`src/rtl/uart_receiver_pkg.sv`:
```
// -----------------------------------------------------------------------------
// UartPkg
//   Definitions shared by the host-link UART receiver and the keyboard-path
//   UART transmitter: receiver FSM state encoding, frame constants and the
//   oversampling clock-divider calculation.
//   Ports: none (package).
// -----------------------------------------------------------------------------
package UartPkg;

    typedef enum logic [2:0] {
        IDLE,
        START,
        DATA,
        STOP,
        WAIT_IDLE
    } UartRxState_t;

    localparam int UART_DATA_BITS    = 8;
    localparam int UART_DEFAULT_BAUD = 115200;

    // Clocks per oversampling tick, rounded to nearest.
    function automatic int calc_div(input int clk_hz, input int baud, input int os);
        return (clk_hz + (baud * os) / 2) / (baud * os);
    endfunction

endpackage

```
`src/rtl/uart_receiver_rx_fifo.sv`:
```
// -----------------------------------------------------------------------------
// rx_fifo
//   Show-ahead synchronous FIFO. The head entry is presented on data_o while
//   the FIFO is non-empty (zero otherwise). A push into a full FIFO is only
//   accepted when a pop happens in the same cycle.
//   Ports:
//     clk, rst_n   clock, asynchronous active-low reset
//     push_i       write data_i
//     data_i       write data
//     pop_i        remove head entry (ignored when empty)
//     data_o       head entry
//     full_o       Depth entries stored
//     empty_o      no entries stored
//     count_o      occupancy, 0..Depth
// -----------------------------------------------------------------------------
module rx_fifo #(
    parameter int Width = 8,
    parameter int Depth = 16
) (
    input  logic                     clk,
    input  logic                     rst_n,
    input  logic                     push_i,
    input  logic [Width-1:0]         data_i,
    input  logic                     pop_i,
    output logic [Width-1:0]         data_o,
    output logic                     full_o,
    output logic                     empty_o,
    output logic [$clog2(Depth):0]   count_o
);

    localparam int PtrW = $clog2(Depth);
    localparam int CntW = PtrW + 1;

    logic [Width-1:0] mem [Depth];
    logic [PtrW-1:0]  wr_ptr_q, wr_ptr_d;
    logic [PtrW-1:0]  rd_ptr_q, rd_ptr_d;
    logic [CntW-1:0]  count_q, count_d;
    logic             push_ok;
    logic             pop_ok;

    assign full_o  = (count_q == CntW'(Depth));
    assign empty_o = (count_q == '0);
    assign count_o = count_q;
    assign data_o  = empty_o ? '0 : mem[rd_ptr_q];

    // A full FIFO still takes a push if the head leaves in the same cycle.
    assign pop_ok  = pop_i && !empty_o;
    assign push_ok = push_i && (!full_o || pop_ok);

    always_comb begin
        wr_ptr_d = wr_ptr_q;
        rd_ptr_d = rd_ptr_q;
        count_d  = count_q;
        if (push_ok) begin
            wr_ptr_d = wr_ptr_q + PtrW'(1);
        end
        if (pop_ok) begin
            rd_ptr_d = rd_ptr_q + PtrW'(1);
        end
        if (push_ok && !pop_ok) begin
            count_d = count_q + CntW'(1);
        end else if (!push_ok && pop_ok) begin
            count_d = count_q - CntW'(1);
        end
    end

    always_ff @(posedge clk or negedge rst_n) begin
        if (!rst_n) begin
            wr_ptr_q <= '0;
            rd_ptr_q <= '0;
            count_q  <= '0;
        end else begin
            wr_ptr_q <= wr_ptr_d;
            rd_ptr_q <= rd_ptr_d;
            count_q  <= count_d;
        end
    end

    // Storage carries no reset so it can map onto distributed RAM.
    always_ff @(posedge clk) begin
        if (push_ok) begin
            mem[wr_ptr_q] <= data_i;
        end
    end

endmodule

```
`src/rtl/uart_receiver.sv`:
```
// -----------------------------------------------------------------------------
// uart_receiver
//   8N1 serial receiver, LSB first, with Oversample-x oversampling. Checks the
//   start bit at mid-bit (glitch rejection) and the stop bit, then buffers
//   received bytes in a show-ahead FIFO with a valid/ready output.
//   Ports:
//     clk, rst_n    clock, asynchronous active-low reset
//     uartRx        asynchronous serial input, idle high
//     dataOut       head-of-FIFO byte (0 when empty)
//     dataValid     FIFO non-empty
//     dataReady     consumer accepts dataOut on dataValid && dataReady
//     framingError  1-cycle pulse: stop bit sampled low, byte discarded
//     overrun       1-cycle pulse: byte dropped because the FIFO was full
//     fifoCount     FIFO occupancy
// -----------------------------------------------------------------------------
module uart_receiver
    import UartPkg::*;
#(
    parameter int ClkFrequency = 100_000_000,
    parameter int Baud         = UART_DEFAULT_BAUD,
    parameter int Oversample   = 16,
    parameter int FifoDepth    = 16
) (
    input  logic                         clk,
    input  logic                         rst_n,
    input  logic                         uartRx,
    output logic [UART_DATA_BITS-1:0]    dataOut,
    output logic                         dataValid,
    input  logic                         dataReady,
    output logic                         framingError,
    output logic                         overrun,
    output logic [$clog2(FifoDepth):0]   fifoCount
);

    localparam int Div  = calc_div(ClkFrequency, Baud, Oversample);
    localparam int DivW = (Div > 1) ? $clog2(Div) : 1;
    localparam int OsW  = $clog2(Oversample);
    localparam int BitW = $clog2(UART_DATA_BITS);

    logic                      sync1_q;
    logic                      rx_s_q;
    UartRxState_t              state_q, state_d;
    logic [DivW-1:0]           div_q, div_d;
    logic [OsW-1:0]            os_q, os_d;
    logic [BitW-1:0]           bit_q, bit_d;
    logic [UART_DATA_BITS-1:0] shift_q, shift_d;
    logic                      frame_err_q, frame_err_d;
    logic                      overrun_q, overrun_d;
    logic                      tick;
    logic                      push;
    logic                      pop;
    logic                      fifo_full;
    logic                      fifo_empty;

    // Two-flop synchronizer; idles high so reset does not look like a start bit.
    always_ff @(posedge clk or negedge rst_n) begin
        if (!rst_n) begin
            sync1_q <= 1'b1;
            rx_s_q  <= 1'b1;
        end else begin
            sync1_q <= uartRx;
            rx_s_q  <= sync1_q;
        end
    end

    assign tick = (state_q != IDLE) && (div_q == DivW'(Div - 1));

    always_comb begin
        state_d     = state_q;
        div_d       = div_q;
        os_d        = os_q;
        bit_d       = bit_q;
        shift_d     = shift_q;
        frame_err_d = 1'b0;
        push        = 1'b0;

        if (state_q != IDLE) begin
            div_d = tick ? '0 : div_q + DivW'(1);
            os_d  = tick ? os_q + OsW'(1) : os_q;
        end

        case (state_q)
            IDLE: begin
                div_d = '0;
                os_d  = '0;
                bit_d = '0;
                if (!rx_s_q) begin
                    state_d = START;
                end
            end
            START: begin
                // Middle of the start bit: a high line here was only a glitch.
                if (tick && os_q == OsW'(Oversample / 2 - 1)) begin
                    os_d    = '0;
                    bit_d   = '0;
                    state_d = rx_s_q ? IDLE : DATA;
                end
            end
            DATA: begin
                if (tick && os_q == OsW'(Oversample - 1)) begin
                    os_d    = '0;
                    shift_d = {rx_s_q, shift_q[UART_DATA_BITS-1:1]};
                    bit_d   = bit_q + BitW'(1);
                    if (bit_q == BitW'(UART_DATA_BITS - 1)) begin
                        state_d = STOP;
                    end
                end
            end
            STOP: begin
                if (tick && os_q == OsW'(Oversample - 1)) begin
                    os_d = '0;
                    if (rx_s_q) begin
                        push    = 1'b1;
                        state_d = IDLE;
                    end else begin
                        frame_err_d = 1'b1;
                        state_d     = WAIT_IDLE;
                    end
                end
            end
            WAIT_IDLE: begin
                // A held-low line (break) must end before hunting for a start bit.
                if (rx_s_q) begin
                    state_d = IDLE;
                end
            end
            default: state_d = IDLE;
        endcase
    end

    assign pop       = dataValid && dataReady;
    assign overrun_d = push && fifo_full && !pop;

    always_ff @(posedge clk or negedge rst_n) begin
        if (!rst_n) begin
            state_q     <= IDLE;
            div_q       <= '0;
            os_q        <= '0;
            bit_q       <= '0;
            shift_q     <= '0;
            frame_err_q <= 1'b0;
            overrun_q   <= 1'b0;
        end else begin
            state_q     <= state_d;
            div_q       <= div_d;
            os_q        <= os_d;
            bit_q       <= bit_d;
            shift_q     <= shift_d;
            frame_err_q <= frame_err_d;
            overrun_q   <= overrun_d;
        end
    end

    assign framingError = frame_err_q;
    assign overrun      = overrun_q;
    assign dataValid    = !fifo_empty;

    rx_fifo #(
        .Width (UART_DATA_BITS),
        .Depth (FifoDepth)
    ) u_rx_fifo (
        .clk     (clk),
        .rst_n   (rst_n),
        .push_i  (push),
        .data_i  (shift_q),
        .pop_i   (pop),
        .data_o  (dataOut),
        .full_o  (fifo_full),
        .empty_o (fifo_empty),
        .count_o (fifoCount)
    );

endmodule

```
`config.mk`:
```
export PLATFORM = sky130hd
export DESIGN_NAME = uart_receiver
export DESIGN_NICKNAME = d
export VERILOG_FILES = /design/src/rtl/uart_receiver_pkg.sv /design/src/rtl/uart_receiver_rx_fifo.sv /design/src/rtl/uart_receiver.sv
export SDC_FILE = /design/constraint.sdc
export NUM_CORES = 1
export LEC_CHECK = 0
export ABC_AREA = 1
export CAP_MARGIN = 20
export CORE_ASPECT_RATIO = 1.75
export CORE_MARGIN = 2
export CORE_UTILIZATION = 50
export CTS_CLUSTER_SIZE = 10
export DETAILED_ROUTE_END_ITERATION = 7
export PLACE_DENSITY = 0.71
export RECOVER_POWER = 100
export SYNTH_ARGS = -nofsm -noshare
export SYNTH_HDL_FRONTEND = slang
export SYNTH_SLANG_ARGS = --single-unit
```
`constraint.sdc`:
```
create_clock -name clk -period 4.6 [get_ports clk]
set_clock_uncertainty 0.1 [all_clocks]
set_input_delay 0.92 -clock clk [delete_from_list [all_inputs] [get_ports clk]]
set_output_delay 0.92 -clock clk [all_outputs]
set_load 0.02 [all_outputs]
```
==> impl_metrics.py, run 1 <==
metrics = {
    "run_status": {
        "status": "complete, but fails checks",
        "violations": "max-capacitance violations, max-slew violations",
    },
    "timing": {
        "tightest_slew_ns": 2.282,
        "hold_violations": 0,
        "drv_slew": 42,
        "whs_ns": 0.2549,
        "min_period_ns": 4.102,
        "slew-limit-headroom_pct": -52.16,
        "timing.setup.tns_ns": 0,
        "final-setup-viol-count": 0,
        "rsz0062_at_grt": "false",
        "layout_worst_path_cycle_share_pct": 89.18,
        "max_freq_mhz": 243.8,
    },
    "power_and_ir_drop": {
        "total_power_mw": 2.905,
        "p_leak_nw": 3.426,
        "power_per_cell_area_mw_per_mm2": 354.4,
        "irDropWorstVdd_mv": 0.2754,
    },
    "synthesis": {
        "yosys_register_bits": 169,
        "synth_ff_type": "edfxtp_1",
        "netlist_instances": 695,
        "synth_area_sq_mm": 0.007372,
        "synth_common_cells": "nand2_1 (223), edfxtp_1 (128), nand3_1 (111), inv_1 (40), dfrtp_1 (39)",
        "netlist_top_cells_area": "edfxtp_1 (52%), dfrtp_1 (13%), nand2_1 (11%)",
        "post-synth-top-count-cell": "nand2_1",
        "yosysTopAreaCell": "edfxtp_1",
        "synth_cell_types": 33,
        "syn_nets": 714,
        "yosysSeqAreaShare_pct": 66.09,
        "syn_area_per_cell_sq_um": 10.61,
        "netlist.area_leader.share_pct": 52.14,
        "synthArstFlopShare_pct": 24.26,
        "synth-edff-count": 128,
        "ys_warn_count": 0,
    },
    "die": {
        "die_y_um": 164.6,
        "die-area_sq_mm": 0.01577,
        "io_pins": 20,
        "die_w_um": 95.79,
        "core_sq_mm": 0.01437,
        "start_util_pct": 51.31,
        "num_rows": 58,
    },
    "critical_path": {
        "r2r_end": "u_rx_fifo.count_o[4]",
        "crit_fanout": 34,
        "cp-end-kind": "output port",
        "r2r_start": "div_q[1]",
        "cp-start-kind": "flip-flop",
        "worst_ep_required_time_ns": 3.58,
        "r2r_setup_slack_ns": 0.94,
        "path_class": "flip-flop to output port",
        "r2r_cells": 17,
        "worstPathArrival_ns": 3.08,
    },
    "clock_network": {
        "cts_tree": "yes",
        "postCtsResizedCells": 0,
        "clkSinkCount": 169,
        "clk_latency_ns": 0.42,
        "cts_max_path_buffers": 2,
        "clk_pin_slew_ns": 0.06,
        "clockRootBuffer": "clkbuf_16",
        "post_cts.repair.setup_buffers": 0,
        "numCtsBuffers": 17,
        "cts_hold_buf": 0,
        "htreeDepth": 4,
    },
    "place": {
        "gp_congestion": 0.8889,
        "placedInstanceArea_sq_mm": 0.007761,
        "port_buffers": 19,
        "dp_hpwl_um": 10320,
    },
    "layout": {
        "antenna_cells": 0,
        "drive_above_1_share_pct": 5.738,
        "num-fill-cells": 1198,
        "finish.utilization_pct": 57.04,
        "area_growth_pct": 11.17,
        "fin_nets": 738,
        "fin_area_sq_mm": 0.008195,
    },
    "global_route": {
        "grt_max_degree": 42,
        "antenna_found_initial": 0,
        "grt_overflow": 0,
        "grt_pass1_wl_um": 25080,
        "grt_util_all_layers_pct": 21.18,
        "grt_pass1_vias": 5095,
    },
    "routing": {
        "wirelength_um": 15520,
        "viasPerCell": 5.513,
        "antenna_left": 0,
        "drc": 0,
        "drtPass1Iterations": 5,
        "drtIter0Drc": 397,
        "num_vias": 5028,
        "wire_per_inst_um": 17.01,
    },
    "job": {
        "max-cap-violations": 1,
    },
    "hold_path": {
        "min_to": "rx_s_q",
        "hp-class": "flip-flop to flip-flop",
        "hold_depth": 0,
        "hold_path.startpoint": "sync1_q",
    },
}
==> critical path: stages, from the launching register on <==
cell and delay, ns:
dfrtp_2 0.73, clkbuf_2 0.63, nand2_1 0.13, nand3_1 0.12
nand3_1 0.07, nand2_1 0.08, nand2_1 0.05, a21oi_1 0.16
dlygate4sd3_1 0.69
==> kinds of logic after synthesis <==
| kind of cell | after synthesis | share of synthesized area (%) |
|---|---|---|
| flops | 169 | 66.09 |
| xor+xnor | 13 | 1.544 |
| simple gates | 387 | 22.91 |
| fa+ha+maj | 15 | 2.648 |
| compound gates | 39 | 2.733 |
| buf+inv | 72 | 4.073 |
==> registers in the layout (all words and copies together) (netlist names), 3 cells and up <==
name,count
bit_q,3
div_q,6
os_q,4
shift_q,8
state_q,3
u_rx_fifo.count_o,5
u_rx_fifo.mem,128
u_rx_fifo.rd_ptr_q,4
u_rx_fifo.wr_ptr_q,4
==> cell type report <==
class                      count  area (sq um)  share of cell area (%)
multi-input combinational    454          2145                   26.17
inverter                      42         157.7                   1.924
timing repair buffer          35         264.0                   3.221
sequential                   169          4873                   59.47
tap                          180         225.2                   2.748
clock inverter                14         101.3                   1.237
clock buffer                  18         429.2                   5.237
==> worst max path at each step <==
stage | startpoint | end | slack [ns] | cells past startpoint
CTS | u_rx_fifo.rd_ptr_q[0] | dataOut[0] | 0.75 | 8
floorplan | dataReady | u_rx_fifo.count_o[4] | 1.98 | 13
global placement | dataReady | u_rx_fifo.count_o[4] | 1.12 | 14
global route | u_rx_fifo.rd_ptr_q[0] | dataOut[4] | 0.28 | 8
finish | u_rx_fifo.rd_ptr_q[0] | dataOut[1] | 0.50 | 8
detailed placement | dataReady | u_rx_fifo.count_o[4] | 1.10 | 14
==> report_power, final <==
group / switching [mW] / leakage [nW] / internal, mW / total [mW]
logic: 0.00864 / 1.18 / 0.00183 / 0.0105
clock network: 0.578 / 0.240 / 0.691 / 1.27
registers: 0.000560 / 2.01 / 1.62 / 1.63
==> routing by layer <==
layer  vias to the layer above  track usage [%]  wire length [um]
met5                         -                0                 0
met3                        28            4.288               815
met2                       168            38.40              8408
li1                       2398                -                 -
met4                         0            8.117               438
met1                      2434            24.02              5853
==> layout by cell type, fill, tap and decap left out <==
cell type / count
clkdlybuf4s50_1: 7
nand3_1: 113
clkinv_2: 1
dfstp_2: 2
clkbuf_16: 17
nor2_1: 29
dfrtp_1: 38
edfxtp_1: 128
clkinv_4: 2
a31oi_1: 1
clkinv_1: 5
o21ai_0: 19
buf_4: 5
nor3_1: 14
inv_6: 3
dlygate4sd3_1: 11
dfrtp_2: 1
or2_2: 1
ha_1: 14
clkbuf_2: 1
nand2_2: 2
clkinvlp_4: 6
inv_1: 39
a21oi_1: 17
xor2_1: 11
o21a_1: 1
xnor2_1: 2
clkbuf_1: 12
nand2_1: 224
fa_1: 1
nand4_1: 3
nor2_4: 1
a21boi_0: 1
==> per-stage QoR <==
| step | std cells | setup slack, ns |
|---|---|---|
| 6_report | 912 | 0.4979 |
| 5_1_grt | 912 | 0.2787 |
| 4_1_cts | 912 | 0.7471 |
| 3_5_place_dp | 880 | 1.096 |
| 3_3_place_gp | 880 | 1.124 |
| 2_1_floorplan | 695 | 1.980 |
Note: power is estimated with default switching activity, not from simulation.
==> inputs of run 2 (changes only) <==
CELL_PAD_IN_SITES_DETAIL_PLACEMENT = 2   (was unset)
CELL_PAD_IN_SITES_GLOBAL_PLACEMENT = 2   (was unset)
CORE_UTILIZATION = 44   (was 50)
PLACE_DENSITY = 0.88   (was 0.71)
==> run 2 against run 1 <==
Compared with the run above: the flow still finishes with violations (max-capacitance violations, max-slew violations); sequential share of layout area shrank 0.81 points; first-iteration DRC count shrank 30%; register-to-register slack lost 0.21 ns; global-route usage grew 7.7 points; non-clock buffer count is the same; maximum frequency grew 1.6%; core utilization shrank 6.5 points; count of clock-buffer cells in the layout grew 1; hold slack gained 0.00099 ns; total power grew 6.0%; critical endpoint is now dataOut[6].
==> impl_metrics.py, run 2 (same netlist as run 1, synthesis figures left out) <==
metrics = {
    "power_and_ir_drop": {
        "clockPowerShare_pct": 46.9,
        "p_leak_nw": 3.490,
        "power_per_cell_area_mw_per_mm2": 370.7,
        "p_sw_mw": 0.6750,
        "internal_power_mw": 2.404,
        "swShare_pct": 21.92,
        "p_seq_share_pct": 52.7,
        "combPwrFrac_pct": 0.4,
        "irDropWorstVdd_mv": 0.2777,
    },
    "die": {
        "num_rows": 62,
        "die-area_sq_mm": 0.01785,
        "start_util_pct": 44.83,
        "core_sq_mm": 0.01645,
        "io_pins": 20,
        "die_w_um": 101.8,
        "die_y_um": 175.2,
    },
    "timing": {
        "hold_violations": 0,
        "timing.setup.tns_ns": 0,
        "whs_ns": 0.2559,
        "final-setup-viol-count": 0,
        "slew-limit-headroom_pct": -63.61,
        "tightest_slew_ns": 2.454,
        "rsz0062_at_grt": "false",
        "min_period_ns": 4.037,
        "max_freq_mhz": 247.7,
        "layout_worst_path_cycle_share_pct": 87.75,
        "drv_slew": 51,
    },
    "clock_network": {
        "numCtsBuffers": 17,
        "clk_latency_ns": 0.43,
        "postCtsResizedCells": 0,
        "cts_tree": "yes",
        "cts_hold_buf": 0,
        "post_cts.repair.setup_buffers": 0,
        "cts_max_path_buffers": 2,
        "clk_pin_slew_ns": 0.07,
        "clkSinkCount": 169,
        "htreeDepth": 4,
        "clockRootBuffer": "clkbuf_16",
    },
    "hold_path": {
        "hold_depth": 0,
        "hp-class": "flip-flop to flip-flop",
    },
    "routing": {
        "wl_met2_um": 13460,
        "wl_met1_um": 8951,
        "drtPass1Iterations": 5,
        "wl_met3_um": 794,
        "num_vias": 5394,
        "maxUsedRoutingLayer": "met4",
        "antenna_left": 0,
        "drtIter0Drc": 279,
        "drc": 0,
        "wirelength_um": 24150,
        "viasPerCell": 5.642,
        "wire_per_inst_um": 25.26,
    },
    "layout": {
        "drive_above_1_share_pct": 6.011,
        "fin_nets": 738,
        "largest_reg_flops": 128,
        "mostFrequentLayoutCell": "nand2_1",
        "area_growth_pct": 12.70,
        "reg_top3": "u_rx_fifo.mem: 128 flops, shift_q: 8 flops, div_q: 6 flops",
        "antenna_cells": 0,
        "largest_register": "u_rx_fifo.mem",
        "fin_area_sq_mm": 0.008308,
        "final_cell_mix": "nand2_1 (223), edfxtp_1 (128), nand3_1 (113)",
    },
    "place": {
        "port_buffers": 19,
        "dp_hpwl_um": 14920,
        "gp_congestion": 0.7784,
        "placedInstanceArea_sq_mm": 0.007834,
    },
    "global_route": {
        "grt_util_all_layers_pct": 28.85,
        "grt_pass1_wl_um": 37190,
        "grt_max_degree": 67,
        "grt_overflow": 0,
        "grt_pass1_vias": 6147,
        "antenna_found_initial": 0,
    },
    "critical_path": {
        "cp-start-kind": "flip-flop",
        "crit_fanout": 66,
        "path_class": "flip-flop to output port",
        "r2r_cells": 17,
        "worst_ep_required_time_ns": 3.58,
        "worstPathArrival_ns": 3.02,
        "cp-end-kind": "output port",
    },
    "run_status": {
        "status": "complete, but fails checks",
        "violations": "max-capacitance violations, max-slew violations",
    },
    "job": {
        "max-cap-violations": 2,
    },
}
-- run 2: changes by cell type in the layout (fill, tap and decap cells not counted), sizes merged, moves of 4 or more --
cell / previous run / this run
dlygate4sd3: 11 / 16
clkdlybuf4s50: 7 / 2
inv: 42 / 46
clkinvlp: 6 / 1
-- run 2: per-stage QoR --
stage | utilization (%) | setup slack, ns | power, mW | std cells
after floorplan | - | 1.980 | 1.658 | 695
after global routing | 50.52 | 0.3640 | 3.147 | 956
after detailed placement | 47.63 | 0.8132 | 1.669 | 924
final | 50.52 | 0.5634 | 3.079 | 956
after global placement | 47.63 | 1.086 | 1.668 | 924
after CTS | 51.15 | 0.6563 | 3.101 | 956
-- run 2: cell type report --
cell class	instances	area [sq um]
Timing Repair Buffer	35	279.0
Clock inverter	13	135.1
Clock buffer	19	442.9
Sequential cell	169	4873
Tap cell	224	280.3
Multi-Input combinational cell	454	2140
Fill cell	1700	8138
Inverter	42	157.7
-- run 2: path summary, 6_finish.rpt --
check                                              to  slack [ns]                  start
worst min register to register                 rx_s_q        0.26                sync1_q
worst max register to register   u_rx_fifo.count_o[4]        0.73               div_q[1]
worst min-delay path                           rx_s_q        0.26                sync1_q
min in group asynchronous        u_rx_fifo.count_o[2]        1.13                  rst_n
worst max-delay path                       dataOut[6]        0.56  u_rx_fifo.rd_ptr_q[0]
max in group asynchronous       u_rx_fifo.rd_ptr_q[0]        1.66                  rst_n
-- run 2: power by group through the flow --
| stage | Clock [mW] | Combinational, mW | Sequential [mW] |
|---|---|---|---|
| finish | 1.44 | 0.0115 | 1.62 |
| global route | 1.51 | 0.0130 | 1.62 |
| CTS | 1.46 | 0.0125 | 1.62 |
| detailed placement | 0 | 0.0121 | 1.66 |
| global placement | 0 | 0.0113 | 1.66 |
| floorplan | 0 | 0.00124 | 1.66 |
-- run 2: layer usage --
layer	GRT usage [%]	up-vias
met5	0	-
met3	4.800	54
met4	13.28	0
met2	51.78	152
met1	32.66	2791
li1	-	2397
-- run 2: critical path, stage by stage, from the launching register on --
cell and delay, ns:
dfrtp_2 0.38, buf_4 0.61, nand2_1 0.18, nand3_1 0.17, nand3_1 0.13, nand2_1 0.16, nand2_1 0.08, a21oi_1 0.15
dlygate4sd3_1 0.71
